==> config.mk <==
export PLATFORM = sky130hd
export DESIGN_NAME = core_bus_arbiter
export DESIGN_NICKNAME = d
export VERILOG_FILES = /design/src/rtl/core_bus_arbiter.sv
export SDC_FILE = /design/constraint.sdc
export NUM_CORES = 1
export LEC_CHECK = 0
export CAP_MARGIN = 20
export CORE_AREA = 2 2 196 198
export DETAILED_ROUTE_END_ITERATION = 16
export DIE_AREA = 0 0 198 200
export PLACE_DENSITY = 0.63
export SETUP_SLACK_MARGIN = 0.2
export SYNTH_ARGS = -nofsm -noshare
export SYNTH_HDL_FRONTEND = slang
export SYNTH_SLANG_ARGS = --single-unit
==> constraint.sdc <==
create_clock -name clock -period 8.4 [get_ports clock]
set_input_delay 1.26 -clock clock [delete_from_list [all_inputs] [get_ports clock]]
set_output_delay 1.26 -clock clock [all_outputs]
set_load 0.03 [all_outputs]
==> src/rtl/core_bus_arbiter.sv <==
// rtl/core_bus_arbiter.sv - two-source (fetch/data) arbiter onto a single-outstanding memory port
module core_bus_arbiter #(
  parameter int ADDR_W = 64,
  parameter int DATA_W = 64
) (
  input  logic                  clock,
  input  logic                  reset,
  input  logic                  i_req_valid,
  input  logic [ADDR_W-1:0]     i_req_addr,
  output logic                  i_req_ready,
  output logic                  i_resp_valid,
  output logic [31:0]           i_resp_inst,
  input  logic                  d_req_valid,
  input  logic [ADDR_W-1:0]     d_req_addr,
  input  logic                  d_req_we,
  input  logic [DATA_W-1:0]     d_req_wdata,
  input  logic [DATA_W/8-1:0]   d_req_wstrb,
  output logic                  d_req_ready,
  output logic                  d_resp_valid,
  output logic [DATA_W-1:0]     d_resp_rdata,
  output logic                  mem_req_valid,
  input  logic                  mem_req_ready,
  output logic [ADDR_W-1:0]     mem_addr,
  output logic                  mem_we,
  output logic [DATA_W-1:0]     mem_wdata,
  output logic [DATA_W/8-1:0]   mem_wstrb,
  input  logic                  mem_resp_valid,
  input  logic [DATA_W-1:0]     mem_rdata
);

  typedef enum logic [1:0] {IDLE, ISSUE, WAIT} state_t;

  state_t              state;
  logic                last_d;
  logic                src_d;
  logic                inst_hi;
  logic [31:0]         inst_q;
  logic [DATA_W-1:0]   rdata_q;
  logic                grant_i;
  logic                grant_d;
  logic                resp_fire;
  logic [31:0]         inst_sel;
  logic                unused_addr_bits;

  // Fetches are word-aligned within the 64-bit beat; only bit 2 picks the half.
  assign unused_addr_bits = ^i_req_addr[1:0];

  // On a tie the source that did not win last time gets the grant.
  assign grant_i = (state == IDLE) && i_req_valid && (!d_req_valid || last_d);
  assign grant_d = (state == IDLE) && d_req_valid && !grant_i;

  assign i_req_ready = grant_i;
  assign d_req_ready = grant_d;

  assign resp_fire    = (state == WAIT) && mem_resp_valid;
  assign i_resp_valid = resp_fire && !src_d;
  assign d_resp_valid = resp_fire && src_d;

  assign inst_sel     = inst_hi ? mem_rdata[63:32] : mem_rdata[31:0];
  assign i_resp_inst  = i_resp_valid ? inst_sel : inst_q;
  assign d_resp_rdata = d_resp_valid ? mem_rdata : rdata_q;

  always_ff @(posedge clock or posedge reset) begin
    if (reset) begin
      state         <= IDLE;
      last_d        <= 1'b0;
      src_d         <= 1'b0;
      inst_hi       <= 1'b0;
      inst_q        <= '0;
      rdata_q       <= '0;
      mem_req_valid <= 1'b0;
      mem_addr      <= '0;
      mem_we        <= 1'b0;
      mem_wdata     <= '0;
      mem_wstrb     <= '0;
    end else begin
      case (state)
        IDLE: begin
          if (grant_i) begin
            mem_addr      <= {i_req_addr[ADDR_W-1:3], 3'b000};
            mem_we        <= 1'b0;
            mem_wdata     <= '0;
            mem_wstrb     <= '0;
            inst_hi       <= i_req_addr[2];
            src_d         <= 1'b0;
            last_d        <= 1'b0;
            mem_req_valid <= 1'b1;
            state         <= ISSUE;
          end else if (grant_d) begin
            mem_addr      <= d_req_addr;
            mem_we        <= d_req_we;
            mem_wdata     <= d_req_wdata;
            mem_wstrb     <= d_req_wstrb;
            src_d         <= 1'b1;
            last_d        <= 1'b1;
            mem_req_valid <= 1'b1;
            state         <= ISSUE;
          end
        end
        ISSUE: begin
          if (mem_req_ready) begin
            mem_req_valid <= 1'b0;
            state         <= WAIT;
          end
        end
        WAIT: begin
          if (mem_resp_valid) begin
            if (src_d) rdata_q <= mem_rdata;
            else       inst_q  <= inst_sel;
            state <= IDLE;
          end
        end
        default: state <= IDLE;
      endcase
    end
  end

endmodule

==> qor.yml <==
run_status:
  status: "finished, final reports clean"
global_route:
  number_of_antenna_violations_at_the_first_check_in_global_routing: 1
  global_route_wire_length_before_repair_um: 53500
  grt_use_total_pct: 17.38
  globalRouteOverflowTotal: 0
  number_of_global_route_vias_before_repair: 9049
  grt_start_max_net_pins: 130
clock_tree:
  cts_resized: 0
  cts.sink_count: 238
  hold_buffers: 0
  cts-root-to-sink-buffers: 3
  clk_latency_ns: 0.55
  post_cts_buffers: 0
  cts_htree_levels: 1
  cts-buffers-inserted: 29
  tritoncts_clock_tree: "done"
  clock_tree.root_cell: "sky130_fd_sc_hd__clkbuf_16"
  path_clk_slew_ns: 0.06
power:
  internal-power_uw: 4164
  power.share.combinational_pct: 55.3
  power.switching_fraction_pct: 42.34
  total_leakage_power_uw: 0.007231
  p_switching_uw: 3058
  power_share_of_the_sequential_group_pct: 28.1
  power.ir.vdd_worst_mv: 0.2331
  share_clk_of_total_power_pct: 16.6
  power_density_nw_per_um2: 423.8
drt:
  met3WireLength_um: 3139
  drt-wirelength-per-cell_um: 19.67
  wire_length_the_detailed_router_placed_on_met1_um: 14420
  routed_wirelength_um: 36510
  highest-signal-layer: "met4"
  via_count: 8903
  detail_route.drc_violations: 0
  detail_route.iter0.violations: 347
  detail-route-antenna-nets: 0
  drt_first_pass_iters: 4
  route.met2.wl_um: 17720
  vias_per_cell: 4.797
worst_setup_path:
  timing.critical_path.fanout_max: 75
  category_of_the_worst_setup_path_launch_point: "input port"
  type_of_destination_of_the_critical_path: "primary output"
  crit_path_max_cell_delay_ns: 0.81
  path_common_cell: "sky130_fd_sc_hd__clkdlybuf4s50_1"
  crit_chain: "clkdlybuf4s50_1 -> or3b_2 -> a21oi_4 -> buf_4 -> clkdlybuf4s50_1"
  crit_slowest_cell: "sky130_fd_sc_hd__clkdlybuf4s50_1"
  critPathArrivalTime_ns: 3.97
  worstSetupPathType: "input port to primary output"
  required_ns: 7.14
timing:
  fin_tns_setup_ns: 0
  number_of_failing_setup_endpoints_in_the_final_timing_report: 0
  setup_repair_after_global_routing_missed_its_margin: "false"
  clock-skew-final_ns: 0.01992
  tcrit_tclk_final_pct: 62.31
  max-slew-margin-rel_pct: 36.59
  total_count_of_max_transition_violations_in_the_final_report: 0
  worst_slew_pin_slew_ns: 0.9511
  max_clock_freq_ghz: 0.1911
  hold_viol_final: 0
  post-route-min-period_ns: 5.234
synthesis:
  synth-warning-count: 0
  syn-num-nets: 1130
  synth_top_area_share_pct: 55.89
  yosys.area_share.simple_pct: 5.683
  postSynthCellCount: 859
  synth_fa_ha_area_share_pct: 0
  ys_seq_elements: 238
  synth_xor_xnor_area_share_pct: 0
  multiplexer_share_of_the_synthesized_area_pct: 22.37
  cell_area_after_synthesis_sq_um: 10660
  synth_top_area_cell: "sky130_fd_sc_hd__dfrtp_1"
  synthDistinctLibCells: 25
  syn-mean-instance-area_sq_um: 12.40
  synth.yosys.seq_area_share_pct: 55.89
  synth_compound_gate_area_share_pct: 12.31
  dominant_combinational_cell_family_by_area_after_synthesis: "multiplexers"
  synth_top_cells_by_area: "sky130_fd_sc_hd__dfrtp_1 56%, sky130_fd_sc_hd__mux2_2 14%, sky130_fd_sc_hd__mux2i_1 8.7%, sky130_fd_sc_hd__a22o_1 6.0%, sky130_fd_sc_hd__nand4_1 3.6%"
cells_and_area:
  layout.filler_cells: 3506
  final_area_sq_um: 17040
  utilization_pct: 45.56
  most_frequent_standard_cell_in_the_layout_excluding_fill_and_tap_cells: "sky130_fd_sc_hd__clkdlybuf4s50_1"
  final_layout_size_suffix_gt1_share_pct: 14.51
  syn2layout_area_growth_pct: 59.92
  layout.cells.most_common_list: "505 x sky130_fd_sc_hd__clkdlybuf4s50_1, 237 x sky130_fd_sc_hd__dfrtp_1, 129 x sky130_fd_sc_hd__mux2_2"
  finish.net_count: 1599
placement:
  gp_congestion: 0.8086
  detailed_place.area_sq_um: 16130
  dpl.hpwl_um: 25290
  place.port_buffers: 506
floorplanning:
  floorplan.initialDensity_pct: 28.49
  die_y_um: 200
  die-width_um: 198
  pin_count: 509
  die-area_sq_um: 39600
  std_cell_rows: 71
  standard_cell_core_area_sq_um: 37400
worst_hold_path:
  min-delay-path-class: "flip-flop to flip-flop"
flow_run:
  maxCapViolations: 0
## cell families after synthesis
family | Yosys count
simple gates | 111
buf+inv | 82
mux | 222
flops | 238
compound gates | 206
## path summary, 6_finish.rpt
kind	startpoint	endpoint	cells after the start	slack, ns
setup reg to reg	src_d$_DFFE_PP0P_	inst_hi$_DFFE_PP0P_	5	5.74
setup / recovery	d_req_valid	d_req_ready	5	3.17
hold / removal	mem_req_valid$_DFFE_PP0P_	mem_req_valid$_DFFE_PP0P_	2	0.48
min in group asynchronous	reset	mem_wdata[0]$_DFFE_PP0P_	2	1.25
max in group asynchronous	reset	mem_wdata[7]$_DFFE_PP0P_	3	5.77
hold reg to reg	mem_req_valid$_DFFE_PP0P_	mem_req_valid$_DFFE_PP0P_	2	0.48
## synthesized netlist by cell type, drive strengths merged
library cell	count
dfrtp	238
mux2	129
nand2	8
or3b	1
nor3b	1
nand2b	3
a21o	1
nand4	61
nand4b	1
buf	45
and3	1
clkbuf	35
inv	2
o21ai	64
mux2i	93
a22o	73
a21oi	68
nor2	33
nor4bb	1
nand3b	1
## state kept, by name (all words and copies together) (netlist names)
register       count
mem_addr          64
mem_wdata         64
rdata_q           64
inst_q            32
mem_wstrb          8
state              2
inst_hi            1
mem_req_valid      1
mem_we             1
src_d              1
## per-stage QoR
step / total power (uW) / setup WS [ns] / hold WS (ns) / instances
after floorplan: 4377 / 0.6086 / 0.4737 / 859
after global placement: 6010 / 3.200 / 0.4631 / 1807
after detailed placement: 6053 / 3.177 / 0.4670 / 1807
after CTS: 7298 / 3.167 / 0.4808 / 1854
after global routing: 7603 / 3.012 / 0.5135 / 1856
final: 7222 / 3.166 / 0.4760 / 1856
## routing by layer
layer	GRT usage, %	vias up
li1	-	4130
met1	20.93	4367
met2	29.43	329
met3	5.124	77
met4	6.656	0
met5	0	-
## area by class of cell
cell class | count | area (sq um) | area share (%)
antenna | 1 | 2.502 | 0.01469
inverter | 2 | 15.01 | 0.08811
timing repair buffer | 518 | 5187 | 30.44
tap | 511 | 639.4 | 3.752
clock buffer | 36 | 782.0 | 4.589
multi-input combinational | 539 | 4348 | 25.52
clock inverter | 11 | 108.9 | 0.6388
sequential | 238 | 5957 | 34.96
## worst max-delay path, delay by kind of cell
| family | cells | cell delay (ns) |
|---|---|---|
| buffers and inverters | 3 | 2.01 |
| AOI/OAI and AO/OA | 1 | 0.12 |
| and+or+nand+nor | 1 | 0.52 |
## power groups by stage
stage	logic [uW]	registers (uW)	clock network, uW
3_3_place_gp	3970	2040	0
6_report	4000	2030	1200
5_1_grt	4230	2090	1290
2_1_floorplan	1770	2600	0
3_5_place_dp	3990	2060	0
4_1_cts	4010	2050	1240
(Power assumes the default switching activity.)
==> RTL change (config.mk and constraints unchanged) <==
Set the parameter `ADDR_W` to 96 (it was 64).
--- a/src/rtl/core_bus_arbiter.sv
+++ b/src/rtl/core_bus_arbiter.sv
@@ -1,6 +1,6 @@
 // rtl/core_bus_arbiter.sv - two-source (fetch/data) arbiter onto a single-outstanding memory port
 module core_bus_arbiter #(
-  parameter int ADDR_W = 64,
+  parameter int ADDR_W = 96,
   parameter int DATA_W = 64
 ) (
   input  logic                  clock,
Ports: changed (resized d_req_addr, i_req_addr and mem_addr); port bits go from 509 to 605. No check against the original RTL was run, so the function may have changed too.
==> RTL change against the original RTL <==
- cell area grew 16%
- sequential cell count grew 32
- worst hold slack gained 0.011 ns
- global-route usage grew 5.6 points
- synthesized cell count grew 17%
- critical path depth grew 1
- synthesized area grew 15%
- wire length grew 29%
- power grew 17%
- setup slack gained 0.014 ns
- largest power group unchanged
==> RTL change: results (changes against the original RTL) <==
----------------------------------------------------
[Worst setup path]
  Worst endpoint data arrival time ... 3.96 ns (about the same)
  Terminus of the critical flop-to-flop path ... mem_wdata[57]
  Critical Path End ... i_resp_inst[30]
  Worst setup slack for register-to-register paths ... 5.71 ns (-0.03 ns)
  R2r worst-path depth ... 5 (unchanged)
  Largest fanout on the critical path ... 97 (+29%)
  Startpoint of the worst register-to-register path ... state[0]
  Timing startpoint of the critical path ... mem_resp_valid

[Final layout]
  Biggest regs ... mem_addr (96), mem_wdata (64), rdata_q (64)
  Nets ... 1895 (+19%)
  Ratio of cells with drive above 1 in the final layout ... 13.12% (-1.4 points)
  Fillers ... 3381 (-3.6%)

[Power and ir drop]
  Leakage Power ... 8.302 nW (+15%)
  Peak supply drop ... 244.9 µV (+5.1%)

[Run status]
  Run status ... finished clean

[Placement]
  Routability cong. ... 0.8379 (+3.6%)
  Minimum setup slack after placement ... 3.174 ns (-0.002870 ns)
  Post-DP HPWL ... 33.29 mm (+32%)
  # port buffers ... 602 (+19%)

[Global route]
  Number of global-route vias before repair ... 10980 (+21%)
  First-pass GRT wire length ... 68.10 mm (+27%)
  Antenna violations before repair ... 7 (+6)
  Total global routing track utilization ... 22.95% (+5.6 points)

[Synthesis]
  Number of distinct library cells after synthesis ... 25 (unchanged)
  Sequential share of the synthesized area ... 55.31% (-0.59 points)
  Commonest cells in the synthesized netlist ... sky130_fd_sc_hd__dfrtp_1 (270), sky130_fd_sc_hd__mux2_2 (129), sky130_fd_sc_hd__mux2i_1 (125), sky130_fd_sc_hd__nand4_1 (93), sky130_fd_sc_hd__o21ai_0 (92)
  Syn Nets ... 1340 (+19%)
  Biggest area contributors in the synthesized netlist ... sky130_fd_sc_hd__dfrtp_1 (55%), sky130_fd_sc_hd__mux2_2 (12%), sky130_fd_sc_hd__mux2i_1 (10%)
  Syn. warnings ... 0 (unchanged)

[Detailed routing]
  Final wirelength ... 46.94 mm (+29%)
  Drt pass-1 iters ... 5 (+1)
  Vias per cell ... 5.000 (+4.2%)
  Initial detailed-routing violation count ... 433 (+25%)

[STA]
  Worst Tran Pin Value ... 1.081 ns (+0.1299 ns)
  Clock skew ... 0.01265 ns (-0.007274 ns)
  Final worst-path cycle share ... 62.14% (-0.17 points)

[Clock network]
  Resized cells post-CTS ... 0 (unchanged)
  Clk slew on worst S/H paths ... 0.06 ns (about the same)
  Num CTS Buffers ... 34 (+17%)
  CTS H-tree depth ... 2 (+1)

[Min path]
  Worst hold path class ... reg -> reg

----------------------------------------------------
## RTL change: cell count changes after synthesis, sizes merged
| cell | delta |
|---|---|
| buf | +3 |
| clkbuf | +15 |
| dfrtp | +32 |
| mux2i | +32 |
| nand4 | +32 |
| o21ai | +32 |
## RTL change: through the flow
stage,area [µm²],total power [mW],util (%),std cells
2_1_floorplan,12220,4.990,-,1005
3_3_place_gp,18600,6.954,49.72,2035
3_5_place_dp,18600,6.992,49.72,2035
4_1_cts,19760,8.569,52.83,2096
5_1_grt,19770,8.906,52.85,2099
6_report,19770,8.472,52.87,2102
## RTL change: worst min path at each step
stage                                to  slack [ns]  cells past startpoint
after floorplan             rdata_q[54]        0.47                      1
after global placement    mem_req_valid        0.46                      2
after detailed placement  mem_req_valid        0.48                      2
after CTS                 mem_req_valid        0.49                      2
after global routing        rdata_q[31]        0.51                      1
final                     mem_req_valid        0.49                      2
## RTL change: logic make-up after synthesis
| group | Yosys count | share of synthesized area, % |
|---|---|---|
| DFF | 270 | 55.31 |
| muxes | 254 | 22.13 |
| AOI/OAI and AO/OA | 238 | 12.04 |
| and+or+nand+nor | 143 | 6.616 |
| buffers and inverters | 100 | 3.902 |
## RTL change: per-layer routing
metal  track usage, %  vias to the layer above  part of all wire [%]
li1                 -                     4871                     -
met1            25.46                     5166                    37
met2            38.13                      384                    49
met3            10.82                       85                    11
met4            9.357                        4                   3.5
met5                0                        -                 0.055
## RTL change: cell type report
class	count	share of cell area, %
diodes	6	0.07593
clock buffers	48	4.929
clock inverters	13	0.9491
inverters	2	0.05695
multi-input cells	635	25.49
flip-flops and latches	270	34.17
well taps	511	3.233
repair buffers	617	31.09
## RTL change: power by group
group | switching, mW | internal [mW] | total [mW] | leakage, nW
Sequential | 0.334 | 1.94 | 2.28 | 3.32
Clock | 0.583 | 0.936 | 1.52 | 0.574
Combinational | 2.70 | 1.97 | 4.67 | 4.40
Total | 3.62 | 4.85 | 8.47 | 8.30
## RTL change: worst max-delay path, cell delays in order
cell and delay [ns]:
sky130_fd_sc_hd__clkdlybuf4s50_1 0.51, sky130_fd_sc_hd__nor4bb_4 0.29, sky130_fd_sc_hd__buf_4 0.71, sky130_fd_sc_hd__nor2_1 0.13
sky130_fd_sc_hd__a21oi_1 0.27, sky130_fd_sc_hd__clkdlybuf4s50_1 0.74
